[config.mk]
export PLATFORM = sky130hd
export DESIGN_NAME = nco_sweep_ctrl
export DESIGN_NICKNAME = d
export VERILOG_FILES = /design/src/rtl/nco_sweep_ctrl_pkg.sv /design/src/rtl/nco_sweep_ctrl_dwell_timer.sv /design/src/rtl/nco_sweep_ctrl.sv
export SDC_FILE = /design/constraint.sdc
export NUM_CORES = 1
export LEC_CHECK = 0
export BUFFER_PORTS_ARGS = -buffer_cell sky130_fd_sc_hd__buf_2
export CAP_MARGIN = 25
export CELL_PAD_IN_SITES_DETAIL_PLACEMENT = 2
export CELL_PAD_IN_SITES_GLOBAL_PLACEMENT = 2
export CORE_MARGIN = 2
export CORE_UTILIZATION = 39
export CTS_CLUSTER_SIZE = 16
export DETAILED_ROUTE_END_ITERATION = 7
export PLACE_DENSITY_LB_ADDON = 0.2
export SLEW_MARGIN = 20
export SYNTH_ARGS = -nofsm -noshare
export SYNTH_HDL_FRONTEND = slang
export SYNTH_SLANG_ARGS = --single-unit
[constraint.sdc]
create_clock -name i_clk -period 7.3 [get_ports i_clk]
set_input_delay 1.46 -clock i_clk [delete_from_list [all_inputs] [get_ports i_clk]]
set_output_delay 1.46 -clock i_clk [all_outputs]
set_load 0.1 [all_outputs]
[src/rtl/nco_sweep_ctrl_pkg.sv]
// nco_sweep_ctrl_pkg: sweep mode codes and FSM state encoding shared with the nco block
package nco_sweep_ctrl_pkg;
  typedef enum logic {
    ST_IDLE  = 1'b0,
    ST_DWELL = 1'b1
  } state_t;
  localparam logic [1:0] NCO_MODE_SINGLE   = 2'd0;
  localparam logic [1:0] NCO_MODE_REPEAT   = 2'd1;
  localparam logic [1:0] NCO_MODE_PINGPONG = 2'd2;
  function automatic logic is_single(input logic [1:0] mode);
    return (mode != NCO_MODE_REPEAT) && (mode != NCO_MODE_PINGPONG);
  endfunction
endpackage

[src/rtl/nco_sweep_ctrl_dwell_timer.sv]
// nco_sweep_ctrl_dwell_timer: loadable down-counter that parks at zero and flags it
module nco_sweep_ctrl_dwell_timer #(
  parameter int gp_width = 16
) (
  input  logic                i_clk,
  input  logic                i_rst,
  input  logic                i_load,
  input  logic                i_ena,
  input  logic [gp_width-1:0] i_value,
  output logic                o_zero
);
  logic [gp_width-1:0] cnt;
  always_ff @(posedge i_clk or posedge i_rst)
    if (i_rst) cnt <= '0;
    else if (i_load) cnt <= i_value;
    else if (i_ena && cnt != '0) cnt <= cnt - 1'b1;
  assign o_zero = (cnt == '0);
endmodule

[src/rtl/nco_sweep_ctrl.sv]
// nco_sweep_ctrl: start/stop/step frequency sweep sequencer driving the nco tuning word
module nco_sweep_ctrl
  import nco_sweep_ctrl_pkg::*;
#(
  parameter int gp_ftw_width   = 8,
  parameter int gp_dwell_width = 16
) (
  input  logic                      i_clk,
  input  logic                      i_rst,
  input  logic                      i_ena,
  input  logic                      i_start,
  input  logic                      i_abort,
  input  logic [1:0]                i_mode,
  input  logic [gp_ftw_width-1:0]   i_f_start,
  input  logic [gp_ftw_width-1:0]   i_f_stop,
  input  logic [gp_ftw_width-1:0]   i_f_step,
  input  logic [gp_dwell_width-1:0] i_dwell,
  output logic [gp_ftw_width-1:0]   o_ftw,
  output logic                      o_nco_ena,
  output logic                      o_busy,
  output logic                      o_step,
  output logic                      o_done
);
  localparam int W = gp_ftw_width;
  state_t                    state_q, state_d;
  logic [1:0]                mode_q;
  logic [W-1:0]              f_start_q, f_stop_q, step_q, tgt_q, tgt_flip;
  logic [gp_dwell_width-1:0] dwell_q;
  logic                      dir_up_q;
  logic                      cnt_zero, start_ok, at_end, end_step, finish;
  // one step toward tgt in W+1 bits so overshoot or wrap is caught and clamped
  function automatic logic [W-1:0] step_to(input logic [W-1:0] cur, stp, tgt, input logic up);
    logic [W:0] s;
    s = up ? {1'b0, cur} + {1'b0, stp} : {1'b0, cur} - {1'b0, stp};
    return up ? ((s > {1'b0, tgt}) ? tgt : s[W-1:0])
              : ((s[W] || s[W-1:0] < tgt) ? tgt : s[W-1:0]);
  endfunction
  assign start_ok = i_start && !i_abort && state_q == ST_IDLE;
  assign at_end   = (o_ftw == tgt_q) || (step_q == '0);
  assign end_step = state_q == ST_DWELL && cnt_zero && !i_abort;
  assign finish   = end_step && at_end && is_single(mode_q);
  assign tgt_flip = (tgt_q == f_stop_q) ? f_start_q : f_stop_q;
  always_ff @(posedge i_clk or posedge i_rst)
    if (i_rst) state_q <= ST_IDLE;
    else if (i_ena) state_q <= state_d;
  always_comb
    state_d = i_abort ? ST_IDLE : start_ok ? ST_DWELL : finish ? ST_IDLE : state_q;
  always_comb begin
    o_busy    = state_q == ST_DWELL;
    o_nco_ena = state_q == ST_DWELL;
  end
  nco_sweep_ctrl_dwell_timer #(.gp_width(gp_dwell_width)) u_timer (
    .i_clk  (i_clk),
    .i_rst  (i_rst),
    .i_load (i_ena && (start_ok || (end_step && !finish))),
    .i_ena  (i_ena && state_q == ST_DWELL),
    .i_value(start_ok ? i_dwell : dwell_q),
    .o_zero (cnt_zero)
  );
  always_ff @(posedge i_clk or posedge i_rst)
    if (i_rst) begin
      o_ftw     <= '0;
      o_step    <= 1'b0;
      o_done    <= 1'b0;
      mode_q    <= NCO_MODE_SINGLE;
      f_start_q <= '0;
      f_stop_q  <= '0;
      step_q    <= '0;
      tgt_q     <= '0;
      dwell_q   <= '0;
      dir_up_q  <= 1'b1;
    end else if (i_ena) begin
      o_step <= 1'b0;
      o_done <= 1'b0;
      if (start_ok) begin
        mode_q    <= i_mode;
        f_start_q <= i_f_start;
        f_stop_q  <= i_f_stop;
        step_q    <= i_f_step;
        dwell_q   <= i_dwell;
        tgt_q     <= i_f_stop;
        dir_up_q  <= i_f_stop >= i_f_start;
        o_ftw     <= i_f_start;
      end else if (end_step) begin
        if (!at_end) begin
          o_ftw  <= step_to(o_ftw, step_q, tgt_q, dir_up_q);
          o_step <= 1'b1;
        end else if (mode_q == NCO_MODE_REPEAT) begin
          o_ftw  <= f_start_q;
          o_step <= 1'b1;
        end else if (mode_q == NCO_MODE_PINGPONG) begin
          tgt_q    <= tgt_flip;
          dir_up_q <= !dir_up_q;
          o_ftw    <= step_to(o_ftw, step_q, tgt_flip, !dir_up_q);
          o_step   <= 1'b1;
        end else
          o_done <= 1'b1;
      end
    end
endmodule

==> flow_summary.toml, run 1 <==
[layout]
layout_common_cells = "nand2_1 (154), dfrtp_1 (77), buf_2 (58)"
area_growth_pct = 13.7
fin_nets = 832
layout_commonest_cell = "nand2_1"
drive_above_1_share_pct = 13.4
n_antenna_cell = 0
fin_cells = 929

[setup_path]
cp-startpoint = "o_ftw[0]"
cp_slowest_cell = "a2111oi_0"
critical_path_buf_inv_count = 2
crit_chain = "inv_1, ha_1, inv_1, fa_1, a21o_1, a2111oi_0, nor2_1, a31oi_1, xnor2_1, ha_1, a21o_1, a21oi_1, nand4_1, a21boi_0, mux2i_2, mux2i_1, a22o_1, a21oi_1"
critPathLaunchType = "flop"
worstPathMaxFanout = 8
path_class = "flop to flop"
max_stage_delay_ns = 0.54
crit_arrival_ns = 4.92
rr_startpoint = "o_ftw[0]"
path_delay_family = "compound AO/OA/AOI/OAI gates"
worstPathRequired_ns = 7.51
endpoint_kind = "flop"

[clock_tree]
cts_resized = 0
cts_made_buffers = 9
clk_path_buf_depth = 2
clock_latency_ns = 0.35
clock-sinks = 78
cts_tree = "yes"
clk_pin_slew_ns = 0.06
cts_hold_buffers = 0
post_cts_buffers = 0
htreeDepth = 3
cts-root-buf = "clkbuf_16"

[synthesis]
ys_types = 60
syn_inst = 691
syn_area_mm2 = 0.00567
ys_ff_latch = 78
synth-seq-area-share_pct = 34.4
synth_ff_type = "dfrtp_1"
synth_fp_nets = 783
synth_edf_count = 0
ys_warn_count = 0
syn-mean-instance-area_um2 = 8.21
async_reset_ff_share_pct = 100

[sta]
setup_ws_ns = 2.59
grt_setup_unrepaired = "false"
min_period_ns = 4.71
holdWs_ns = 0.481
max_slew_margin_pct = 36.1
finalHoldViolCount = 0
tns_ns = 0
slew_violations = 0
fin_crit_sh_pct = 64.5
clock_skew_ns = 0.0103
setup_violations = 0
max_freq_mhz = 212
worst_pin_slew_ns = 0.955

[hold_path]
hold_start = "dwell_q[3]"
hold_class = "flop to flop"

[drt]
drtIter0Drc = 235
post_drt_wl_per_cell_um = 22.1
antenna_left = 0
vias = 5356
drt-total-wl_um = 20500
vias_per_cell = 5.77
dr.pass1.iters = 4
drc = 0

[placed_design]
port_buffers = 58
dp_hpwl_um = 15500
dp_cells = 911
routabilityCongestion = 0.918
dpl_worst_slack_ns = 2.41

[die]
die_h_um = 125
fp.dieW_um = 125
rows = 44
ios = 59
dieArea_mm2 = 0.0155
initial_core_util_pct = 39.5
coreArea_mm2 = 0.0144

[global_route]
grt_use_total_pct = 27.3
grt_max_degree = 52
antenna_found_initial = 0
grt_pass1_vias = 5963
grt-ovfl-total = 0
grt_pass1_wl_um = 33100

[power]
comb_power_share_pct = 59.4
power_frac_seq_pct = 25.9
clock_power_share_pct = 14.7
p_per_area_mw_per_mm2 = 440
internal_power_mw = 1.44
ir_worst_vdd_uv = 137
switchingPower_mw = 1.39
p_sw_share_pct = 49.1
power.leakage_nw = 3.07

[job]
max_cap_viol_count = 0

[status]
status = "finished clean"
[registers in the layout, indices dropped and copies added, names as in the netlist, 2 cells and up]
register,cells
u_timer.cnt,16
step_q,8
o_ftw,8
tgt_q,8
dwell_q,16
f_start_q,8
mode_q,2
f_stop_q,8
[kinds of logic after synthesis]
kind of cell / Yosys count / share of synthesized area, %
AOI/OAI and AO/OA: 154 / 16.7
xor gates and xnor gates: 29 / 4.48
adders and majority gates: 45 / 10.2
buffers and inverters: 69 / 4.72
DFF: 78 / 34.4
muxes: 40 / 7.24
and+or+nand+nor: 276 / 22.2
[power by group through the flow]
stage                     Combinational [mW]  Clock [mW]  Sequential [mW]
after floorplan                         1.14           0            0.775
after global placement                  1.56           0            0.724
after detailed placement                1.65           0            0.739
after CTS                               1.67       0.432            0.733
after global routing                    1.87       0.445            0.754
final                                   1.69       0.417            0.734
[cell usage after synthesis, types with 5 or more instances]
cell        n  share of area (%)
clkbuf_1   20                1.3
o21ai_0    41                3.6
and3_1      7               0.77
nand2_1   154                 10
xnor2_1    27                4.2
dfrtp_1    77                 34
o211ai_1    9                1.2
a21o_1      6               0.79
a31oi_1     7               0.77
nor4_1      7               0.77
inv_1      41                2.7
nand3_1    10               0.88
a21oi_1    44                3.9
nand4_1     8               0.88
nor3_1     10               0.88
nor2_1     45                3.0
ha_1       43                9.5
nor2b_1     5               0.55
mux2i_1    34                6.0
a211oi_1    6               0.79
nand2b_1    7               0.77
mux2_2      5               0.99
[worst min-delay path: stages, from the launching register on]
cell and delay (ns):
dfrtp_1 0.34, nand2_1 0.05, nand2_1 0.06
[per-stage QoR]
step	instance area (µm²)	total power, mW	utilization (%)
final	6450	2.84	44.9
after global placement	6120	2.29	42.6
after floorplan	5670	1.92	-
after global routing	6450	3.07	44.9
after CTS	6410	2.84	44.6
after detailed placement	6150	2.39	42.8
[per-layer routing]
metal	share of wire, %	routed length [µm]	global-route usage [%]
met5	0	0	0
met4	3.4	695	11.4
met3	3.0	609	3.48
met2	51	10500	47.7
met1	42	8680	33.8
[worst paths after layout]
check                               to  slack, ns  cells after the start
min reg2reg                 dwell_q[3]       0.48                      2
max                           o_ftw[4]       2.59                     18
max in group asynchronous     dir_up_q       5.45                      4
min                         dwell_q[3]       0.48                      2
min in group asynchronous  dwell_q[13]       1.18                      3
max reg2reg                   o_ftw[4]       2.59                     18
[layout make-up]
type                       count  area, µm²
sequential                    78       1950
timing repair buffer          66        385
tap                          184        230
fill                        1623       7920
clock inverter                 3       21.3
inverter                      41        155
multi-input combinational    544       3460
clock buffer                  13        240
(Power assumes the default switching activity.)
==> run 2, diff against run 1 <==
--- a/config.mk
+++ b/config.mk
@@ -5,12 +5,13 @@
 export SDC_FILE = /design/constraint.sdc
 export NUM_CORES = 1
 export LEC_CHECK = 0
+export ABC_AREA = 1
 export BUFFER_PORTS_ARGS = -buffer_cell sky130_fd_sc_hd__buf_2
 export CAP_MARGIN = 25
 export CELL_PAD_IN_SITES_DETAIL_PLACEMENT = 2
 export CELL_PAD_IN_SITES_GLOBAL_PLACEMENT = 2
 export CORE_MARGIN = 2
-export CORE_UTILIZATION = 39
+export CORE_UTILIZATION = 34
 export CTS_CLUSTER_SIZE = 16
 export DETAILED_ROUTE_END_ITERATION = 7
 export PLACE_DENSITY_LB_ADDON = 0.2
==> constraint.sdc (replaced) <==
create_clock -name i_clk -period 4.7 [get_ports i_clk]
set_input_delay 0.94 -clock i_clk [delete_from_list [all_inputs] [get_ports i_clk]]
set_output_delay 0.94 -clock i_clk [all_outputs]
set_load 0.1 [all_outputs]
==> flow_summary.toml, run 2 <==
[status]
status = "finished clean"

[sta]
grt_setup_unrepaired = "false"
max_freq_mhz = 247
min_period_ns = 4.05
clock_skew_ns = 0.00578
tns_ns = 0
setup_violations = 0
holdWs_ns = 0.482
max_slew_margin_pct = 40.7
finalHoldViolCount = 0
slew_violations = 0
worst_pin_slew_ns = 0.889
fin_crit_sh_pct = 86.1

[synthesis]
synth-seq-area-share_pct = 29.7
async_reset_ff_share_pct = 100
ys_types = 48
netlist_top_cells_area = "dfrtp_1 (29%), nand2_1 (18%), nand3_1 (9.1%)"
syn_area_mm2 = 0.00657
ys_ff_latch = 78
yosysMostFrequentCell = "nand2_1"
syn-mean-instance-area_um2 = 6.67
synth_edf_count = 0
synth.top_cell.area_share_pct = 29.3
yosysTopAreaCell = "dfrtp_1"
ys_warn_count = 0
synth_ff_type = "dfrtp_1"
synthTopCellsByCount = "nand2_1 (317), inv_1 (127), nand3_1 (119), o21ai_0 (86), dfrtp_1 (77)"
syn_inst = 986
synth_fp_nets = 1078

[die]
fp.dieW_um = 143
initial_core_util_pct = 34.9
rows = 50
dieArea_mm2 = 0.0205
ios = 59
die_h_um = 143
coreArea_mm2 = 0.0188

[global_route]
grt_use_total_pct = 26.1
antenna_found_initial = 0
grt-ovfl-total = 0
grt_pass1_wl_um = 40700
grt_use_met2_pct = 48.2
grt_most_used_layer = "met2"
grt_max_degree = 49
grt_use_met1_pct = 32.1
grtUsageMet3_pct = 2.41
grt_pass1_vias = 7355

[placed_design]
port_buffers = 58
dp_hpwl_um = 19800
routabilityCongestion = 0.867

[layout]
nFillCells = 2338
layout_commonest_cell = "nand2_1"
drive_above_1_share_pct = 11.4
reg.largest.list = "dwell_q x16, u_timer.cnt x16"
fin_nets = 1118
n_antenna_cell = 0
layout_common_cells = "nand2_1 (317), inv_1 (126), nand3_1 (119)"
multi_input_comb_area_mm2 = 0.00385
regArea_mm2 = 0.00195
area_growth_pct = 11.6

[setup_path]
crit_arrival_ns = 4.28
cp-startpoint = "o_ftw[2]"
cp_slowest_cell = "ha_1"
worstPathRequired_ns = 4.93
rr_startpoint = "o_ftw[2]"
crit_end = "o_ftw[6]"
endpoint_kind = "flop"
worstPathMaxFanout = 9
rr_endpoint = "o_ftw[6]"
r2r_cells = 28
max_stage_delay_ns = 0.59
worst_path_most_repeated_cell = "nand2_1"
critPathLaunchType = "flop"
path_class = "flop to flop"
rrSetupSlack_ns = 0.65

[hold_path]
hold_class = "flop to flop"

[clock_tree]
clk_path_buf_depth = 2
cts_hold_buffers = 0
cts_resized = 0
cts-root-buf = "clkbuf_16"
htreeDepth = 3
clk_pin_slew_ns = 0.06
cts_tree = "yes"
clock_latency_ns = 0.35
post_cts_buffers = 0
clock-sinks = 78
cts_made_buffers = 9

[drt]
post_drt_wl_per_cell_um = 19.8
drtIter0Drc = 245
vias = 6705
antenna_left = 0
drt-total-wl_um = 25500
drc = 0
vias_per_cell = 5.19
dr.pass1.iters = 4

[power]
p_per_area_mw_per_mm2 = 808
power.leakage_nw = 3.88
ir_worst_vdd_uv = 213

[job]
max_cap_viol_count = 0
## run 2: cell count changes in the layout (fill, tap and decap cells not counted), moves of 10 or more
cell	before	now
nand2_1	154	317
nand3_1	10	119
inv_1	40	126
o21ai_0	41	86
mux2i_1	33	0
xnor2_1	27	13
a21oi_1	44	33
xor2_1	2	12
## run 2: how the worst min path moves through the flow
stage               start    endpoint  slack [ns]  depth (start not counted)
2_1_floorplan  dwell_q[0]  dwell_q[0]        0.44                          2
3_3_place_gp   dwell_q[0]  dwell_q[0]        0.46                          2
3_5_place_dp   dwell_q[0]  dwell_q[0]        0.47                          2
4_1_cts        dwell_q[0]  dwell_q[0]        0.49                          2
5_1_grt        dwell_q[7]  dwell_q[7]        0.52                          2
6_report       dwell_q[5]  dwell_q[5]        0.48                          2
## run 2: final cells by class
class	instances	share of cell area [%]
multi-input combinational	732	52.5
sequential	78	26.6
inverter	136	7.06
timing repair buffer	69	5.08
tap	260	4.43
clock buffer	10	3.12
clock inverter	6	1.18
## run 2: cells by family (layout without fill, tap and decap cells)
logic type	Yosys count	after routing	synth area share (%)
AO/OA/AOI/OAI	145	145	12.4
XOR/XNOR	25	25	3.33
buffers and inverters	176	221	11.7
AND/OR/NAND/NOR	517	517	34.0
flip-flops	78	78	29.7
adder cells (fa/ha/maj)	45	45	8.79
## run 2: power by group
part | total [mW] | internal, mW | switching (mW)
combinational | 4.03 | 1.22 | 2.81
clock | 0.774 | 0.465 | 0.309
sequential | 1.13 | 0.883 | 0.245
## run 2: per-layer routing
metal,up-vias,part of all wire (%)
met4,0,2.0
li1,3257,-
met2,73,52
met3,29,2.6
met1,3346,44
met5,-,0
## run 2: metrics by stage
stage / setup slack, ns / std cells / power, mW / utilization, % / area (µm²)
floorplan: 1.05 / 986 / 4.01 / - / 6570
global placement: 0.829 / 1275 / 4.98 / 37.3 / 7020
detailed placement: 0.719 / 1275 / 5.13 / 37.3 / 7020
CTS: 0.644 / 1291 / 5.96 / 39.0 / 7340
global route: 0.226 / 1291 / 6.50 / 39.0 / 7340
finish: 0.652 / 1291 / 5.93 / 39.0 / 7340
## run 2: worst max-delay path, delay by kind of cell, from the launching register on
| family | cells | cell delay [ns] |
|---|---|---|
| buf+inv | 4 | 0.29 |
| flops | 1 | 0.49 |
| simple gates | 22 | 2.25 |
| fa+ha+maj | 2 | 0.88 |
==> run 3, diff against run 2 <==
==> constraint.sdc (replaced) <==
create_clock -name i_clk -period 4.7 [get_ports i_clk]
set_input_delay 0.235 -clock i_clk [delete_from_list [all_inputs] [get_ports i_clk]]
set_output_delay 0.235 -clock i_clk [all_outputs]
set_load 0.1 [all_outputs]
==> flow_summary.toml, run 3 (synthesized netlist as in run 2, its figures left out) <==
[sta]
tns_ns = 0
fin_crit_sh_pct = 82.6
slew_violations = 0
max_freq_mhz = 257
holdWs_ns = 0.0912
worst_pin_slew_ns = 0.894
setup_ws_ns = 0.816
max_slew_margin_pct = 40.4
setup_violations = 0
clock_skew_ns = 0.00752
min_period_ns = 3.88
grt_setup_unrepaired = "false"
finalHoldViolCount = 0

[placed_design]
routabilityCongestion = 0.858
port_buffers = 58
dpl_worst_slack_ns = 0.796
dp_hpwl_um = 19600
dp_cells = 1275

[clock_tree]
clk_path_buf_depth = 2
clk_pin_slew_ns = 0.07
cts_tree = "yes"
cts_resized = 0
clock-sinks = 78
cts-root-buf = "clkbuf_16"
htreeDepth = 3
clock_latency_ns = 0.35
cts_made_buffers = 9

[hold_path]
holdPathStages = 3
hold_class = "input port to flop"

[drt]
antenna_left = 0
dr.pass1.iters = 5
drc = 0
vias_per_cell = 5.26
drt-total-wl_um = 25000
vias = 6785
post_drt_wl_per_cell_um = 19.3
drtIter0Drc = 305

[job]
max_cap_viol_count = 0

[layout]
fin_nets = 1119
final_util_pct = 39.1
layout_commonest_cell = "nand2_1"
drive_above_1_share_pct = 11.4
fin_cells = 1291
area_growth_pct = 11.9
n_antenna_cell = 0
reg.largest.list = "dwell_q x16, u_timer.cnt x16"
layout_common_cells = "nand2_1 (317), inv_1 (126), nand3_1 (119)"

[die]
die_h_um = 143
coreArea_mm2 = 0.0188
ios = 59
initial_core_util_pct = 34.9
dieArea_mm2 = 0.0205
fp.dieW_um = 143
rows = 50

[power]
p_per_area_mw_per_mm2 = 803
power.leakage_nw = 3.89
ir_worst_vdd_uv = 221

[global_route]
grt_pass1_wl_um = 40300
grt_max_degree = 65
antenna_found_initial = 0
grt_use_total_pct = 25.6
grt-ovfl-total = 0
grt_pass1_vias = 7391

[setup_path]
r2r_cells = 25
path_class = "flop to flop"
critPathLaunchType = "flop"
crit_arrival_ns = 4.12
worstPathMaxFanout = 8
endpoint_kind = "flop"
worstPathRequired_ns = 4.94

[status]
status = "finished clean"
==> run 3: per-stage QoR <==
step | area, µm² | power, mW
after global routing | 7360 | 6.46
final | 7360 | 5.91
after detailed placement | 7020 | 5.12
after floorplan | 6570 | 4.01
after global placement | 7020 | 4.97
after CTS | 7360 | 5.94
==> run 3: path summary, 6_finish.rpt <==
path | startpoint | to | slack, ns
setup / recovery | o_ftw[6] | o_ftw[6] | 0.82
hold / removal | i_f_step[0] | step_q[0] | 0.09
setup reg to reg | o_ftw[6] | o_ftw[6] | 0.82
hold reg to reg | dwell_q[15] | dwell_q[15] | 0.48
max in group asynchronous | i_rst | tgt_q[2] | 3.18
min in group asynchronous | i_rst | dwell_q[4] | 0.35
==> run 3: power breakdown <==
group	total [mW]	internal, mW	switching (mW)
combinational	4.00	1.21	2.79
clock	0.779	0.489	0.289
sequential	1.13	0.883	0.242
==> run 3: layout make-up <==
type                            instances  area [µm²]
Sequential cell                        78        1950
Fill cell                            2293       11500
Clock buffer                           11         253
Inverter                              136         518
Multi-Input combinational cell        732        3850
Clock inverter                          4        70.1
Timing Repair Buffer                   70         383
Tap cell                              260         325
==> run 3: repair_timing <==
| action | in CTS | in global routing |
|---|---|---|
| buffers inserted | 0 | 0 |
| endpoints found under the hold margin | 14 | 0 |
| hold buffers | 1 | 0 |
==> run 3: per-layer routing <==
| layer | vias to the layer above | wire length [µm] | global-route usage (%) |
|---|---|---|---|
| met2 | 87 | 12900 | 46.4 |
| met1 | 3416 | 10900 | 31.5 |
| met4 | 0 | 618 | 8.39 |
| met3 | 29 | 603 | 2.65 |
| met5 | - | 0 | 0 |
| li1 | 3253 | - | - |
==> run 3: critical path, cell delays in order (launching register included) <==
cell	delay, ns
dfrtp_1	0.36
buf_4	0.16
ha_1	0.48
o21bai_1	0.20
a21oi_1	0.30
nand2_1	0.13
nand2_1	0.07
nand3_1	0.08
nand2_1	0.13
inv_1	0.05
ha_1	0.29
nand2_1	0.07
nor2_1	0.15
nand2_1	0.08
nand2_2	0.16
nand2_1	0.20
nand2_2	0.21
inv_1	0.08
nand2_1	0.06
nand3_1	0.07
nand3_1	0.12
nand2_1	0.07
nand2_1	0.06
nand2_1	0.05
nand2_1	0.08
nand2_1	0.06
